## config.mk

```make
export PLATFORM = sky130hd
export DESIGN_NAME = pipe_ctrl
export DESIGN_NICKNAME = d
export VERILOG_FILES = /design/src/rtl/pipe_ctrl.sv
export SDC_FILE = /design/constraint.sdc
export NUM_CORES = 1
export LEC_CHECK = 0
export CAP_MARGIN = 20
export CORE_MARGIN = 3
export CORE_UTILIZATION = 32
export CTS_CLUSTER_DIAMETER = 50
export DETAILED_ROUTE_END_ITERATION = 16
export PLACE_DENSITY = 0.77
export SYNTH_ARGS = -nofsm -noshare
export SYNTH_HDL_FRONTEND = slang
export SYNTH_SLANG_ARGS = --single-unit
```

## constraint.sdc

```tcl
create_clock -name i_clk -period 1.6 [get_ports i_clk]
set_input_delay 0.32 -clock i_clk [delete_from_list [all_inputs] [get_ports i_clk]]
set_output_delay 0.32 -clock i_clk [all_outputs]
set_load 0.02 [all_outputs]
```

## src/rtl/pipe_ctrl.sv

```systemverilog
// pipe_ctrl: central stall/flush controller for the five-stage pipeline.
// The reset input i_rst is active-low and asynchronous. Every output is a
// zero-latency combinational function of the inputs and the registered
// state (fsm, multi-cycle counter, memory-wait timeout counter), and every
// output is forced to 0 while reset is asserted.
module pipe_ctrl #(
    parameter int MC_W    = 5,
    parameter int TIMEOUT = 255,
    parameter int TO_W    = 8,
    parameter int PC_W    = 32
) (
    input  logic            i_clk,
    input  logic            i_rst,
    input  logic            i_stallreq_id,
    input  logic            i_stallreq_ex,
    input  logic            i_ex_mc_start,
    input  logic [MC_W-1:0] i_ex_mc_len,
    input  logic            i_mem_req,
    input  logic            i_mem_ack,
    input  logic            i_flush_req,
    input  logic [PC_W-1:0] i_flush_pc,
    output logic [5:0]      o_stall,
    output logic            o_flush,
    output logic [PC_W-1:0] o_new_pc,
    output logic            o_ex_mc_done,
    output logic            o_bus_err
);

    localparam logic [0:0] IDLE    = 1'b0;
    localparam logic [0:0] MC_BUSY = 1'b1;

    localparam logic [5:0] STALL_NONE = 6'b000000;
    localparam logic [5:0] STALL_ID   = 6'b000111;
    localparam logic [5:0] STALL_EX   = 6'b001111;
    localparam logic [5:0] STALL_MEM  = 6'b011111;

    logic [0:0]      r_fsm;
    logic [MC_W-1:0] r_mcCnt;
    logic [TO_W-1:0] r_toCnt;

    logic [0:0]      w_fsmNext;
    logic [MC_W-1:0] w_mcCntNext;
    logic [TO_W-1:0] w_toCntNext;

    logic            w_memWait;
    logic            w_busErr;
    logic            w_memStall;
    logic [5:0]      w_reqStall;

    // Memory-wait qualification and timeout detection; a flush suppresses the bus error.
    always_comb begin
        w_memWait  = i_mem_req & ~i_mem_ack;
        w_busErr   = w_memWait & (r_toCnt == TO_W'(TIMEOUT - 1)) & ~i_flush_req;
        w_memStall = w_memWait & ~w_busErr;
        if (i_stallreq_ex) begin
            w_reqStall = STALL_EX;
        end else if (i_stallreq_id) begin
            w_reqStall = STALL_ID;
        end else begin
            w_reqStall = STALL_NONE;
        end
    end

    // Prioritised output and next-state decode: reset, flush, memory wait, then EX/ID.
    always_comb begin
        o_stall      = STALL_NONE;
        o_flush      = 1'b0;
        o_new_pc     = '0;
        o_ex_mc_done = 1'b0;
        o_bus_err    = 1'b0;
        w_fsmNext    = r_fsm;
        w_mcCntNext  = r_mcCnt;
        w_toCntNext  = r_toCnt;

        if (!i_rst) begin
            w_fsmNext   = IDLE;
            w_mcCntNext = '0;
            w_toCntNext = '0;
        end else if (i_flush_req) begin
            o_flush     = 1'b1;
            o_new_pc    = i_flush_pc;
            w_fsmNext   = IDLE;
            w_mcCntNext = '0;
            w_toCntNext = '0;
        end else begin
            o_bus_err   = w_busErr;
            w_toCntNext = w_memStall ? (r_toCnt + TO_W'(1)) : '0;

            if (w_memStall) begin
                o_stall = STALL_MEM;
            end else if (r_fsm == IDLE) begin
                if (i_ex_mc_start) begin
                    if (i_ex_mc_len <= MC_W'(1)) begin
                        o_ex_mc_done = 1'b1;
                    end else begin
                        o_stall     = STALL_EX;
                        w_mcCntNext = i_ex_mc_len - MC_W'(1);
                        w_fsmNext   = MC_BUSY;
                    end
                end else begin
                    o_stall = w_reqStall;
                end
            end else begin
                if (r_mcCnt == MC_W'(1)) begin
                    o_ex_mc_done = 1'b1;
                    o_stall      = w_reqStall;
                    w_mcCntNext  = '0;
                    w_fsmNext    = IDLE;
                end else begin
                    o_stall     = STALL_EX;
                    w_mcCntNext = r_mcCnt - MC_W'(1);
                end
            end
        end
    end

    // State registers with asynchronous active-low reset.
    always_ff @(posedge i_clk or negedge i_rst) begin
        if (!i_rst) begin
            r_fsm   <= IDLE;
            r_mcCnt <= '0;
            r_toCnt <= '0;
        end else begin
            r_fsm   <= w_fsmNext;
            r_mcCnt <= w_mcCntNext;
            r_toCnt <= w_toCntNext;
        end
    end

endmodule

```

==> results_dict.tcl <==
set metrics [dict create \
    status "finished, violations left" \
    violations "setup timing" \
    finalMaxSlewViolations 0 \
    core_area_sq_um 3720 \
    drv_cap 0 \
    cp-end-kind "output pin" \
    clk_latency_ps 240 \
    holdBufCountCts 0 \
    ctsHtreeMaxLevel 1 \
    r2r_slack_ps -130 \
    path_cells "inv_1 > ha_2 > nand3_4 > o311ai_2 > buf_4 > and3_4 > buf_6" \
    critPathKind "flop to output pin" \
    cts_tree "done" \
    dieWidth_um 68.4 \
    pre_cts_slack_ps -1020 \
    setup_ws_ps -365 \
    place_hpwl_um 3300 \
    io_pins 86 \
    regToRegStartpoint "r_toCnt[0]$_DFF_PN0_" \
    ys_seq_area_share_pct 28.1 \
    final.setup_skew_ps 2.08 \
    vias 1523 \
    io_buffers 84 \
    hold_ws_ps 81.6 \
    finalSetupViolCount 12 \
    synth_edf_count 0 \
    dr_wl_met3_um 291 \
    grt_pass1_wl_um 6790 \
    clockBufferDepth 2 \
    power.density_nw_per_um2 484 \
    dp.cells 308 \
    grt_use_total_pct 18.8 \
    rsz0062_at_grt "yes" \
    ys_types 38 \
    instances_no_fill 317 \
    p_leak_nw 1.31 \
    grt_max_degree 34 \
    fmax_mhz 509 \
    drc 0 \
    antenna_found_initial 0 \
    wl_um 4400 \
    path_depth 7 \
    syn-cell-area_sq_um 1250 \
    std_cell_rows 22 \
    cp_slowest_stage_delay_ps 390 \
    power_w 0.00122 \
    period_minus_slack_ps 1970 \
    start_util_pct 33.5 \
    clock-sinks 14 \
    setup_tns_ps -2570 \
    highest_layer "met4" \
    slowest_stage "dfrtp_1" \
    drt_iter0_drc 62 \
    hp-class "primary input to async pin" \
    critPathBufInv 3 \
    final_common_cell "buf_4" \
    cp_max_fo 2 \
    drive_above_1_share_pct 43.1 \
    yosysWarnings 0 \
    diodes 0 \
    cp_top_family "flip-flops" \
    endpoint "o_ex_mc_done" \
    fin_crit_sh_pct 123 \
    grt_overflow 0 \
    synthArstFlopShare_pct 100 \
    r2r_cells 7 \
    final-hold-violation-count 0 \
    syn-num-nets 202 \
    viasPerCell 4.80 \
    die_h_um 68.4 \
    grt_pass1_vias 1543 \
    dieArea_sq_um 4680 \
    crit_arrival_ps 1650 \
    final_cell_mix "buf_4 (38), clkdlybuf4s50_1 (37), and3_1 (29)" \
    reg2reg_to "r_mcCnt[0]$_DFFE_PN0P_" \
    clk_pin_slew_ps 60 \
    wl_met1_um 1840 \
    syn_area_per_cell_sq_um 8.25 \
    wl_met2_um 2250 \
    drt_first_pass_iters 4 \
    syn_to_final_growth_pct 103 \
    ant_nets 0 \
    post_drt_wl_per_cell_um 13.9 \
    cts_buffers 3 \
    synthFlopType "dfrtp_1" \
    cp.required_ps 1280 \
    startpoint "r_toCnt[0]$_DFF_PN0_" \
    worstSetupStartpointType "flop" \
    place.gp.congestion 0.812 \
    cts-root-buf "clkbuf_8" \
    syn_inst 151 \
    nets 321 \
    ys_ff_latch 14 \
    ir_drop_uv 305 \
]
## state kept, by name, summed over array words and instances (netlist names)
signal and cells:
r_mcCnt 5, r_fsm 1, r_toCnt 8
## worst min path at each step
stage	from	endpoint	slack (ps)
6_report	i_rst	r_mcCnt[0]$_DFFE_PN0P_	80
3_3_place_gp	r_toCnt[1]$_DFF_PN0_	r_toCnt[1]$_DFF_PN0_	530
3_5_place_dp	r_toCnt[1]$_DFF_PN0_	r_toCnt[1]$_DFF_PN0_	550
4_1_cts	i_rst	r_mcCnt[1]$_DFFE_PN0P_	190
5_1_grt	i_rst	r_mcCnt[1]$_DFFE_PN0P_	80
2_1_floorplan	i_rst	r_fsm$_DFFE_PN0P_	20
## through the flow
stage,area (sq um),util [%]
CTS,2460,66.3
detailed placement,2410,65.0
global route,2530,68.0
global placement,2410,65.0
finish,2530,68.0
floorplan,1300,-
## cells in the mapped netlist (all sizes together), types with 2 or more instances
cell     n  area, sq um
o21ai    3         15.0
nand2    6         22.5
xnor2    2         17.5
nand2b   2         12.5
inv     10         37.5
buf      6         43.8
nor2    11         41.3
nand4    2         12.5
nor3b    3         22.5
o211ai   2         15.0
and3    34          213
dfrtp   14          350
nand3   10         50.1
clkbuf   6         22.5
mux2i    7         70.1
a21oi    3         18.8
nor2b    2         12.5
xor2     7         61.3
ha       6         75.1
## worst register-to-register path: stages (launching register included)
cell and delay (ps):
dfrtp_1 390, inv_1 70, ha_2 200, nand3_4 90, buf_6 130, o21ai_4 230, o21a_2 280, mux2i_1 260
## routing by layer
metal,global-route usage [%],vias to the layer above
met2,34.6,60
li1,-,761
met1,22.5,698
met4,2.98,0
met3,3.78,4
met5,0,-
## kinds of logic (layout without fill, tap and decap cells)
group	Yosys count	in the layout	synth area share, %
and+or+nand+nor	77	77	36.6
AOI/OAI and AO/OA	14	14	7.73
DFF	14	14	28.1
buffers and inverters	22	140	8.33
xor gates and xnor gates	9	9	6.33
adders and majority gates	6	6	6.02
other	1	1	0.301
muxes	8	8	6.53
## repair_timing
| action | CTS | global route |
|---|---|---|
| gates resized for setup | 200 | 22 |
| setup buffers | 4 | 0 |
| endpoints found under the setup margin | 45 | 19 |
| cloned | 1 | 0 |
| pin swaps | 5 | 2 |
## layout make-up
type	instances	area [sq um]
timing repair buffer	126	1090
fill	312	1190
inverter	10	37.5
multi-input combinational	115	937
tap	48	60.1
sequential	14	350
clock buffer	4	55.1
## power breakdown
group	internal, W	switching (W)	leakage, nW	total (W)
logic	0.000283	0.000224	1.09	0.000507
registers	0.000365	0.0000104	0.193	0.000375
clock network	0.000218	0.000124	0.0288	0.000342
Power figures use the tool's default switching activity.
==> patch 1 (same settings) <==
`PC_W`: 32 -> 48.
--- a/src/rtl/pipe_ctrl.sv
+++ b/src/rtl/pipe_ctrl.sv
@@ -9,3 +9,3 @@
     parameter int TO_W    = 8,
-    parameter int PC_W    = 32
+    parameter int PC_W    = 48
 ) (
Ports: changed (resized i_flush_pc and o_new_pc); port bits go from 86 to 118. The function was not compared with the original's and may differ.
==> patch 1 against the original RTL <==
The flow still finishes with violations (negative setup slack); power rose by 16%; wire length increased by 46%; area after synthesis rose by 11%; global-route usage increased by 5.9 points; worst setup slack worse by 0.20 ns; cell area rose by 30%; register-to-register slack lost 0.04 ns; critical endpoint is now o_stall[3]; non-clock buffer count rose by 47; sequential cell count stayed put.
==> patch 1: results (changes against the original RTL) <==
[run_status]
status=finished, violations left
failed_checks=negative setup slack

[sta]
finClkSkew_ns=0.00190  ; -0.000179 ns
setup_violations=12  ; unchanged
drv_slew=0  ; unchanged
fin_ws_ns=-0.566  ; -0.200 ns

[route]
dr.first_iter.drc_count=97  ; +56%
totalWireLength_um=6440  ; +46%
first_pass_iters=4  ; unchanged
viasPerCell=5.23  ; +8.8%

[yosys]
netlist_instances=170  ; +13%
synth_ff_type=dfrtp_1
synth.area.top_cells=dfrtp_1 25%, and3_1 23%, xor2_1 5.7%
synth-adder-area-share=0.0545  ; -0.00575
yosysWarnings=0  ; unchanged
synth-compound-area-share=0.111  ; +0.0335
ys_seq_area_frac=0.254  ; -0.0268
ys_top_cells_by_count=50 x and3_1, 14 x dfrtp_1, 11 x clkbuf_1
synth-xor-area-share=0.0699  ; +0.00668
synth_cell_types=42  ; +11%
synth_mux_area_frac=0.0218  ; -0.0435
syn_nets=237  ; +17%

[clock_tree]
clk-insertion-delay-late_ns=0.25
cts_made_buffers=3  ; unchanged
path_clk_slew_ns=0.06  ; about the same
cts_buffer_depth=2  ; unchanged
htreeDepth=1  ; unchanged
clockRootBuffer=clkbuf_8

[layout]
reg.largest.list=r_toCnt: 8 flops, r_mcCnt: 5 flops, r_fsm: 1 flops
fin_cells=381  ; +20%
fin_nets=399  ; +24%
insertedDiodeCount=0  ; unchanged
drive_above_1_share=0.423  ; -0.00827

[worst_setup_path]
regToRegStartpoint=r_toCnt[0]
slowest_stage=dfrtp_1
cp-endpoint=o_stall[3]
timing.rr.end=r_fsm
crit_fanout=2  ; unchanged
reg2reg_slack_ns=-0.17  ; -0.04 ns
startpoint=r_mcCnt[1]
reg2regPathDepth=9  ; +2
cp_data_arrival_time_ns=1.85  ; +0.20 ns
crit_family=buffers and inverters

[placement]
dp.cells=364  ; +18%
place.gp.congestion=0.829  ; +2.1%
hpwl_um=4140  ; +26%
pre_cts_ws_ns=-0.945  ; +0.0714 ns
port_buffers=116  ; +38%

[power_and_ir_drop]
p_leak_nw=1.58  ; +20%
vdd_drop_max_mv=0.503  ; +65%

[hold_path]
min_path_type=in2async

[global_routing]
grt_pass1_wl_um=9960  ; +47%
grt_pass1_vias=2043  ; +32%
grt_max_degree=37  ; +8.8%
track_usage=0.247  ; +0.0592

[die]
dieArea_um2=5130  ; +9.6%

-- patch 1: changes by cell type after synthesis, sizes merged, moves of 3 or more --
cell and delta:
and3 +16, clkbuf +5, mux2i -4, nand3 -4, nand2 +3, o211ai +3
-- patch 1: worst reg2reg max path, delay by kind of cell, from the launching register on --
family	cells	cell delay [ns]
and+or+nand+nor	2	0.33
buffers and inverters	4	0.50
adders and majority gates	1	0.18
DFF	1	0.37
AOI/OAI and AO/OA	2	0.30
-- patch 1: layer usage --
| layer | wire length [µm] | GRT usage |
|---|---|---|
| met4 | 285 | 0.134 |
| met2 | 3250 | 0.441 |
| met1 | 2290 | 0.257 |
| met5 | 0 | 0 |
| met3 | 612 | 0.0743 |
-- patch 1: report_power, final --
group          leakage [nW]  total (mW)  switching (mW)  internal (mW)
Sequential            0.192       0.373          0.0101          0.363
Clock                0.0288       0.352           0.134          0.218
Combinational          1.36       0.700           0.307          0.393
-- patch 1: per-stage QoR --
| stage | TNS (ns) | area (µm²) | hold slack, ns | util |
|---|---|---|---|---|
| final | -3.86 | 3300 | 0.0160 | 0.807 |
| after global routing | -4.51 | 3300 | 0.0307 | 0.807 |
| after CTS | -3.56 | 3260 | 0.0317 | 0.799 |
| after detailed placement | -39.08 | 2890 | 0.246 | 0.707 |
| after global placement | -37.77 | 2890 | 0.240 | 0.707 |
| after floorplan | -0.928 | 1410 | 0.0244 | - |
-- patch 1: area by class of cell --
class	instances	area [µm²]
clock buffers	4	55.1
well taps	50	62.6
inverters	8	30.0
repair buffers	173	1720
fillers	270	787
flip-flops and latches	14	352
multi-input cells	132	1080
-- patch 1: what timing repair did --
item | in CTS | in global routing
buffers inserted | 17 | 5
pin swaps | 13 | 9
hold buffers | 1 | 0
hold endpoints to repair | 1 | 0
setup endpoints to repair | 62 | 66
resized for setup | 218 | 23
==> patch 2 (config.mk and constraints unchanged) <==
Without the edit above. Put a register stage on the output `o_bus_err`, with the module's reset. The value now appears one clock later. The other outputs are not delayed to match.
--- a/src/rtl/pipe_ctrl.sv
+++ b/src/rtl/pipe_ctrl.sv
@@ -36,2 +36,4 @@
 
+    logic o_bus_err_d;
+
     logic [0:0]      r_fsm;
@@ -69,3 +71,3 @@
         o_ex_mc_done = 1'b0;
-        o_bus_err    = 1'b0;
+        o_bus_err_d  = 1'b0;
         w_fsmNext    = r_fsm;
@@ -85,3 +87,3 @@
         end else begin
-            o_bus_err   = w_busErr;
+            o_bus_err_d = w_busErr;
             w_toCntNext = w_memStall ? (r_toCnt + TO_W'(1)) : '0;
@@ -129,2 +131,10 @@
 
+    always_ff @(posedge i_clk or negedge i_rst) begin
+        if (!i_rst) begin
+            o_bus_err <= '0;
+        end else begin
+            o_bus_err <= o_bus_err_d;
+        end
+    end
+
 endmodule
Check against the original RTL: no difference found for any inputs over 10 cycles, from zero or initial values and one cycle with i_rst low; that may be too few to reach the edited logic, so the function may still have changed.
==> patch 2 against the original RTL <==
The run still ends with negative setup slack left; power up 1.5%; largest cell class unchanged; register-to-register slack worse by 0.03 ns; sequential cell count is 1 higher; worst setup slack worse by 0.15 ns; area after synthesis is 6.9% higher; wire length is 3.6% higher; critical path depth did not move; cell area grew 2.3%; critical endpoint is now o_stall[2]; critical path type unchanged.
==> patch 2: results (changes against the original RTL) <==
[yosys]
ys_seq_area_frac=0.282  ; +0.000566
synth-compound-area-share=0.136  ; +0.0588
netlist_instances=153  ; +1.3%
syn_nets=204  ; +0.99%
synth-xor-area-share=0.0657  ; +0.00247
synth_mux_area_frac=0.0310  ; -0.0343
synth.area.top_cells=dfrtp_1 28%, and3_1 15%, ha_1 5.6%
synth_cell_types=42  ; +11%
synth-adder-area-share=0.0563  ; -0.00390
ys_top_cells_by_count=32 x and3_1, 15 x dfrtp_1, 15 x nor2_1, 8 x xor2_1

[run_status]
status=finished, violations left
failed_checks=negative setup slack

[power_and_ir_drop]
powerDensity_nw_per_um2=480  ; -0.78%
vdd_drop_max_mv=0.267  ; -13%
p_leak_nw=1.36  ; +3.5%

[global_routing]
track_usage=0.180  ; -0.00783
antenna_found_initial=0  ; unchanged
grt_max_degree=24  ; -29%
grt_pass1_wl_um=7370  ; +8.5%

[route]
totalWireLength_um=4560  ; +3.6%
viasPerCell=4.86  ; +1.2%
vias=1585  ; +4.1%
dr.first_iter.drc_count=34  ; -45%

[sta]
setup_violations=12  ; unchanged
fin_ws_ns=-0.514  ; -0.148 ns
finClkSkew_ns=0.00383  ; +0.00176 ns
fin_setup_tns_ns=-3.16  ; -0.592 ns

[placement]
hpwl_um=3530  ; +7.0%
post_dp_cell_area_um2=2480  ; +2.8%
pre_cts_ws_ns=-1.05  ; -0.0376 ns
port_buffers=84  ; unchanged
place.gp.congestion=0.896  ; +10%
dp.cells=314  ; +1.9%

[worst_setup_path]
cp_data_arrival_time_ns=1.79  ; +0.14 ns
cpPeakStageDelay_ns=0.45  ; +0.06 ns
crit_fanout=3  ; +1
slowest_stage=or4_4
crit_family=simple AND/OR/NAND/NOR gates

[clock_tree]
cts.sinks=15  ; +1
htreeDepth=1  ; unchanged

[layout]
clock_area_frac=0.0179  ; -0.00388
num-multi-input-gates=120  ; +4.3%
buf_share=0.435  ; +0.00473
fin_nets=330  ; +2.8%
buffers_excl_clock=133  ; +5.6%
clock_buffers=3  ; -1
inverters_excl_clock=6  ; -4
n_fill_cell=326  ; +4.5%
seq_area_frac=0.145  ; +0.00652
reg.largest.list=r_toCnt: 8 flops, r_mcCnt: 5 flops
drive_above_1_share=0.450  ; +0.0184
multi_input_area_um2=957  ; +2.1%

[die]
die_w_um=70.5  ; +3.1%

## patch 2: changes by cell type after synthesis, moves of 4 or more
cell,unedited run,this run
inv_1,10,6
nand3_1,10,6
mux2i_1,7,3
nor2_1,11,15
## patch 2: repair_timing
item	4_1_cts	5_1_grt
pin swaps	5	4
setup buffers	6	2
endpoints found under the setup margin	45	23
gates cloned	1	0
resized for setup	191	18
## patch 2: final timing paths
kind	startpoint	endpoint	slack [ns]	cells after the start
worst min-delay path	i_rst	r_fsm	0.29	3
max in group asynchronous	i_rst	r_mcCnt[3]	1.08	3
worst min register to register	r_toCnt[0]	r_toCnt[0]	0.56	2
worst max-delay path	r_mcCnt[1]	o_stall[2]	-0.51	7
min in group i_clk	r_toCnt[0]	r_toCnt[0]	0.56	2
worst max register to register	r_mcCnt[1]	r_mcCnt[0]	-0.16	8
## patch 2: where the power goes
part / internal [mW] / switching (mW)
clock network: 0.173 / 0.142
logic: 0.294 / 0.238
registers: 0.388 / 0.00806
## patch 2: through the flow
| step | power [mW] | hold WS (ns) |
|---|---|---|
| final | 1.24 | 0.286 |
| after global routing | 1.31 | 0.304 |
| after CTS | 1.25 | 0.290 |
| after detailed placement | 0.905 | 0.549 |
| after global placement | 0.897 | 0.541 |
| after floorplan | 0.630 | 0.0244 |
## patch 2: logic make-up after synthesis
logic type                 Yosys count
and+or+nand+nor                     78
AOI/OAI and AO/OA                   21
buffers and inverters               18
DFF                                 15
xor gates and xnor gates            10
adders and majority gates            6
muxes                                4
other                                1
## patch 2: routing by layer
metal	up-vias	GRT usage	share of wire
met2	50	0.344	0.54
met4	0	0.0522	0.020
met5	-	0	0
met1	733	0.207	0.39
met3	11	0.0241	0.050
li1	791	-	-
